$ cat config.mk
export PLATFORM = sky130hd
export DESIGN_NAME = gps_code_serializer
export DESIGN_NICKNAME = d
export VERILOG_FILES = /design/src/rtl/gps_code_serializer.sv
export SDC_FILE = /design/constraint.sdc
export NUM_CORES = 1
export LEC_CHECK = 0
export CORE_MARGIN = 2
export CORE_UTILIZATION = 35
export DETAILED_ROUTE_END_ITERATION = 12
export PLACE_DENSITY = 0.62
export SLEW_MARGIN = 30
export SYNTH_ARGS = -nofsm -noshare
export SYNTH_HDL_FRONTEND = slang
export SYNTH_SLANG_ARGS = --single-unit
export TNS_END_PERCENT = 1
$ cat constraint.sdc
create_clock -name clk -period 4.5 [get_ports clk]
set_input_delay 0.675 -clock clk [delete_from_list [all_inputs] [get_ports clk]]
set_output_delay 0.675 -clock clk [all_outputs]
set_load 0.03 [all_outputs]
$ cat src/rtl/gps_code_serializer.sv
// gps_code_serializer: buffers 128-bit L-code blocks from the gps generator in a
// small circular FIFO and streams each block out as four 32-bit words (MSW first)
// over a valid/ready interface. Blocks arriving to a full FIFO are dropped and
// latched into a sticky overflow flag.
module gps_code_serializer #(
    parameter int unsigned DEPTH = 4
) (
    input  logic                         clk,
    input  logic                         rst_n,
    input  logic [127:0]                 l_code,
    input  logic                         l_code_valid,
    output logic [31:0]                  out_data,
    output logic                         out_valid,
    input  logic                         out_ready,
    output logic                         out_last,
    output logic [$clog2(DEPTH+1)-1:0]   level,
    output logic                         overflow,
    input  logic                         clr_ovf
);

    localparam int unsigned AddrW  = $clog2(DEPTH);
    localparam int unsigned LevelW = $clog2(DEPTH + 1);

    logic [127:0]        mem_q [DEPTH];
    logic [AddrW-1:0]    wp_q, wp_d;
    logic [AddrW-1:0]    rp_q, rp_d;
    logic [1:0]          idx_q, idx_d;
    logic [LevelW-1:0]   level_q, level_d;
    logic                ovf_q, ovf_d;

    logic                xfer;
    logic                pop;
    logic                push;
    logic                drop;
    logic [127:0]        head;

    // Outputs decoded purely from registered state; no input reaches them.
    always_comb begin
        out_valid = (level_q != '0);
        head      = mem_q[rp_q];
        out_data  = head[127:96];
        unique case (idx_q)
            2'd0: out_data = head[127:96];
            2'd1: out_data = head[95:64];
            2'd2: out_data = head[63:32];
            2'd3: out_data = head[31:0];
            default: out_data = head[127:96];
        endcase
        out_last  = out_valid & (idx_q == 2'd3);
        level     = level_q;
        overflow  = ovf_q;
    end

    // Next-state: a full FIFO still accepts a block if its head is popped this cycle.
    always_comb begin
        xfer  = out_valid & out_ready;
        pop   = xfer & (idx_q == 2'd3);
        push  = l_code_valid & ((level_q < LevelW'(DEPTH)) | pop);
        drop  = l_code_valid & ~push;

        wp_d    = wp_q;
        rp_d    = rp_q;
        idx_d   = idx_q;
        level_d = level_q;
        ovf_d   = ovf_q;

        if (push) begin
            wp_d = wp_q + AddrW'(1);
        end
        if (pop) begin
            rp_d = rp_q + AddrW'(1);
        end
        // idx wraps 3 -> 0 naturally on the popping transfer.
        if (xfer) begin
            idx_d = idx_q + 2'd1;
        end

        unique case ({push, pop})
            2'b10:   level_d = level_q + LevelW'(1);
            2'b01:   level_d = level_q - LevelW'(1);
            default: level_d = level_q;
        endcase

        // A drop in the same cycle as a clear leaves the flag set.
        if (clr_ovf) begin
            ovf_d = 1'b0;
        end
        if (drop) begin
            ovf_d = 1'b1;
        end
    end

    // Pointer and flag registers with synchronous active-low reset.
    always_ff @(posedge clk) begin
        if (!rst_n) begin
            wp_q    <= '0;
            rp_q    <= '0;
            idx_q   <= '0;
            level_q <= '0;
            ovf_q   <= 1'b0;
        end else begin
            wp_q    <= wp_d;
            rp_q    <= rp_d;
            idx_q   <= idx_d;
            level_q <= level_d;
            ovf_q   <= ovf_d;
        end
    end

    // Block storage; contents deliberately survive reset, only pointers clear.
    always_ff @(posedge clk) begin
        if (rst_n && push) begin
            mem_q[wp_q] <= l_code;
        end
    end

endmodule
After elaboration in Yosys (flattened, before gate mapping)
Memory sizes are Yosys's and may differ from the RTL's. A register that Yosys moved wholly into a read port is not among the register bits.
Cells that the tools add are included.
Cells by class
  bitwise operators: 7
  magnitude comparators: 1
  reduce and logical (&&, ||, !) cells: 5
  muxes and demuxes: 8
  eq/ne operators: 5
  $add $sub $neg: 5
Operators with widths (count)
  case mux 32 bit (4 select lines): 1
  adder 2 x 1 -> 2 bit (second input constant): 3
  equality test 2 bit (second input constant): 3
  case mux 3 bit (2 select lines): 1
  AND 1 bit: 5
  equality test 2 x 1 -> 1 bit (second input constant): 2
  two-way mux 1 bit: 4
  two-way mux 2 bit: 2
  nonzero test 2 bit: 2
  adder 3 x 1 -> 3 bit (second input constant): 1
  less-than comparator 3 bit (second input constant): 1
  nonzero test 3 bit: 1
  subtractor 3 x 1 -> 3 bit (second input constant): 1
  zero test 2 bit: 1
  logical AND 1 bit: 1
  NOT 1 bit: 1
  bitwise OR 1 bit: 1
Word-level totals
  output and inout port bits: 38
  memory bits (writable): 512
  logic and storage cells: 37
  input port bits: 133
  memories: 1
  flip-flop bits (word level): 10
Memory list
  mem_q: words 4, width 128, read ports 1, clocked after Yosys merged registers in 1, wr ports 1, line 24  | logic [127:0] mem_q [DEPTH];

Depth between registers and ports, before layout
  depth after elaboration: 8
  gate-level depth with buffers: 11
  depth with buffers taken out: 10

Worst setup path before layout
No wires, ideal clock.
  path kind: register -> register
  from: register idx_q[0]
  to: memory mem_q[0][0], enable pin
  library setup time: 503 ps
  slack: -55 ps
  data arrival time: 4052 ps
  cell stages (with the launch flop): 6
  data required time: 3997 ps
  path buffers: 1
  clock period less this slack: 4555 ps
  cells stage by stage: dfxtp_1 -> ha_1 -> buf_2 -> nand2_1 -> a21boi_2 -> and3_1
On the way
  word-level cells in the longest chain between the ends: 7
Ends and longest elaborated chain
  start, declared: line 27  | logic [1:0] idx_q, idx_d;
  start signal, assigned: line 104  | idx_q <= idx_d;
  equality test 2 bit: line 57  | pop = xfer & (idx_q == 2'd3);
  AND 1 bit: line 57
  bitwise OR 1 bit: line 58  | push = l_code_valid & ((level_q < LevelW'(DEPTH)) | pop);
  AND 1 bit: line 58
  logical AND 1 bit: line 112  | if (rst_n && push) begin
  two-way mux 1 bit: line 112
  two-way mux 1 bit (not written as such): line 113  | mem_q[wp_q] <= l_code;
  end, declared: line 24
Every way passes these cells.

Final worst setup path
  from: register idx_q[0]
  to: output port out_data[31]
On the way
  word-level cells in the longest chain between the ends: 2
  elaborated cells between the ends (all ways): 5
  classes of those cells: 3 x eq/ne; 1 x mux; 1 x reduce/logical
Ends and longest elaborated chain
  equality test 2 bit, or another cell as far along: line 42  | unique case (idx_q)
  case mux 32 bit (4 select lines) (*): line 42
  end, declared: line 12  | output logic [31:0] out_data,
Mark *: on every way between the ends. The rest lies on a longest branch, timed or not.

==> impl_metrics.toml <==
[detailed_routing]
drt-wirelength-per-cell_um = 22.8
firstDrtPassIters = 5
ant_nets = 0
viasPerCell = 5.09
drt_iter0_markers = 954
drc = 0
num_vias = 10800
drt-total-wl_um = 48500

[worst_setup_path]
required_ps = 3830
startpoint_type = "flip-flop"
startpoint = "idx_q[0]"
cp-end-kind = "output pin"
reg2reg_depth = 6
r2r_setup_slack_ps = 1260
r2r_end = "mem_q[3][71]"
cp.arrival_ps = 3580
rr_startpoint = "idx_q[0]"
crit_type = "flip-flop to output pin"
crit_path_max_fanout = 19

[placed_design]
placed_area_sq_um = 23200
portBuffers = 170
post-place-ws_ps = 808
gp_congestion = 0.774
dp_hpwl_um = 30400

[cts]
clk_pin_slew_ps = 60
cts_root_buffer = "clkbuf_16"
cts_setup_buffers = 0
cts_made_buffers = 52
cts_resized = 0
clk_latency_ps = 580
cts_num_sinks = 524
tritoncts = "built"
clk_path_buf_depth = 3
cts_hold_buffers = 0
htreeDepth = 2

[synthesis]
synthMuxAreaShare_pct = 11.2
synth-seq-area-share_pct = 76.3
synth_seq_cells = 524
async_reset_ff_share_pct = 0
ys_dominant_reg_cell = "edfxtp_1"
synth_cell_type_count = 46
syn_nets = 1263
syn_avg_cell_area_sq_um = 18.3
synthSimpleGateAreaFrac_pct = 3.72
syn_inst = 1120
synth_top_family_by_area = "multiplexers"
syn_area_sq_um = 20500
synth_compound_area_share_pct = 5.65
synth_fa_ha_area_share_pct = 0.648
yosysWarnings = 0
synthXorXnorAreaFrac_pct = 0.257
synth_edf_count = 512

[global_route]
grt_pass1_vias = 10800
grt_overflow = 0
grt_pass1_wl_um = 71100
grt_antenna_before_repair = 18
track_usage_pct = 15.9
grt_max_degree = 69

[timing]
tightest_slew_ps = 983
maxSlewHeadroom_pct = 34.4
layout_setup_ws_ps = 250
final.period_utilization_pct = 94.5
period_minus_slack_ps = 4250
slew_violations = 0
fin_skew_ps = 15.8
max_clock_freq_mhz = 235
setup_violations = 0
finalHoldViolations = 0
rsz0062_at_grt = "no"
fin_hold_ws_ps = 511

[layout]
area_delta_synth_final_pct = 21.2
n_fill_cell = 5060
mostFrequentLayoutCells = "edfxtp_1 (512), clkdlybuf4s50_1 (164), mux2i_1 (132), nor2_1 (92), clkbuf_16 (53)"
fin_area_sq_um = 24800
num-nets-final = 1456
final_common_cell = "edfxtp_1"
drive_gt1_share_pct = 12.8

[floorplanning]
die_w_um = 246
start_util_pct = 35.5
top_level_ports = 171
dieHeight_um = 246
coreArea_sq_um = 57700
rows = 88
die_area_sq_um = 60400

[pwr]
p_leak_nw = 7.60
power_mw = 10.5
peakVddDrop_uv = 324
powerDensity_nw_per_um2 = 421

[worst_hold_path]
hold_start = "overflow"
hold_path_class = "flip-flop to flip-flop"
hold_end = "overflow"
hold_depth = 2

[job]
cap_viol_max_count = 0

[run_status]
status = "completed"
-- kinds of logic after synthesis --
logic type / count (synthesis)
XOR/XNOR: 6
multiplexers: 180
AO/OA/AOI/OAI: 150
buffers and inverters: 75
AND/OR/NAND/NOR: 175
adder cells (fa/ha/maj): 10
flip-flops: 524
-- sequential cells by signal (all words and copies together), names as in the netlist, named ones only --
name      flops
overflow      1
level         3
mem_q       512
wp_q          2
rp_q          2
idx_q         2
-- power breakdown --
| part | leakage [nW] | switching, mW | internal [mW] |
|---|---|---|---|
| clock network | 0.770 | 1.75 | 2.32 |
| registers | 4.75 | 0.0321 | 5.50 |
| logic | 2.08 | 0.495 | 0.346 |
| total | 7.60 | 2.28 | 8.17 |
-- how the worst max path moves through the flow --
stage                              end  cells after the start
final                     out_data[31]                      6
after global routing      out_data[21]                      6
after CTS                 out_data[17]                      6
after detailed placement  out_data[17]                      6
after global placement    out_data[21]                      6
after floorplan            mem_q[2][0]                      5
-- area by class of cell --
cell class	count	area, sq um	area share [%]
Sequential cell	524	15600	63.0
Multi-Input combinational cell	521	4420	17.8
Timing Repair Buffer	201	2140	8.65
Clock buffer	66	1380	5.54
Tap cell	765	957	3.86
Clock inverter	27	210	0.847
Inverter	13	48.8	0.197
Antenna cell	9	22.5	0.0908
-- per-stage QoR --
stage                     instances  setup TNS, ps  util, %
after floorplan                1120         -21070        -
after global placement         2024              0     40.2
after detailed placement       2024              0     40.2
after CTS                      2117              0     43.0
after global routing           2122              0     43.0
final                          2126              0     43.0
-- worst max-delay path: stages (launching register included) --
cell and delay (ps):
dfxtp_1 390, ha_1 490, nand2b_2 370, nor2_8 550, a2111oi_2 150, a31oi_1 310, clkdlybuf4s50_1 730
-- cell usage after synthesis, types with 2 or more instances --
master | number | area [sq um]
mux2i_1 | 132 | 1320
a41oi_1 | 17 | 149
xor2_1 | 2 | 17.5
nand2b_1 | 3 | 18.8
a211oi_1 | 2 | 15.0
buf_4 | 14 | 105
and3_1 | 4 | 25.0
or3_1 | 3 | 18.8
ha_1 | 9 | 113
nand2_1 | 38 | 143
a21oi_1 | 20 | 100
inv_1 | 11 | 41.3
a221oi_1 | 10 | 87.6
a311oi_1 | 3 | 26.3
a31oi_1 | 20 | 125
buf_2 | 20 | 100
o21ai_0 | 5 | 25.0
a21o_1 | 19 | 143
edfxtp_1 | 512 | 15400
clkbuf_1 | 16 | 60.1
nor2b_1 | 3 | 18.8
a21boi_0 | 2 | 15.0
buf_6 | 11 | 124
and2_1 | 8 | 50.1
o22ai_1 | 23 | 144
a2111oi_2 | 11 | 165
nor2_1 | 92 | 345
mux2_2 | 9 | 101
dfxtp_1 | 12 | 240
a211o_1 | 13 | 114
nand3_1 | 20 | 100
mux4_2 | 39 | 878
xnor2_1 | 4 | 35.0
-- layer usage --
layer  up-vias  share of wire [%]  global-route usage (%)
met3        84                6.7                    3.68
met1      5519                 44                    22.2
met2       343                 47                    24.4
met5         -               0.24                       0
met4        18                2.0                    5.38
li1       4861                  -                       -
Note: power is estimated with default switching activity, not from simulation.
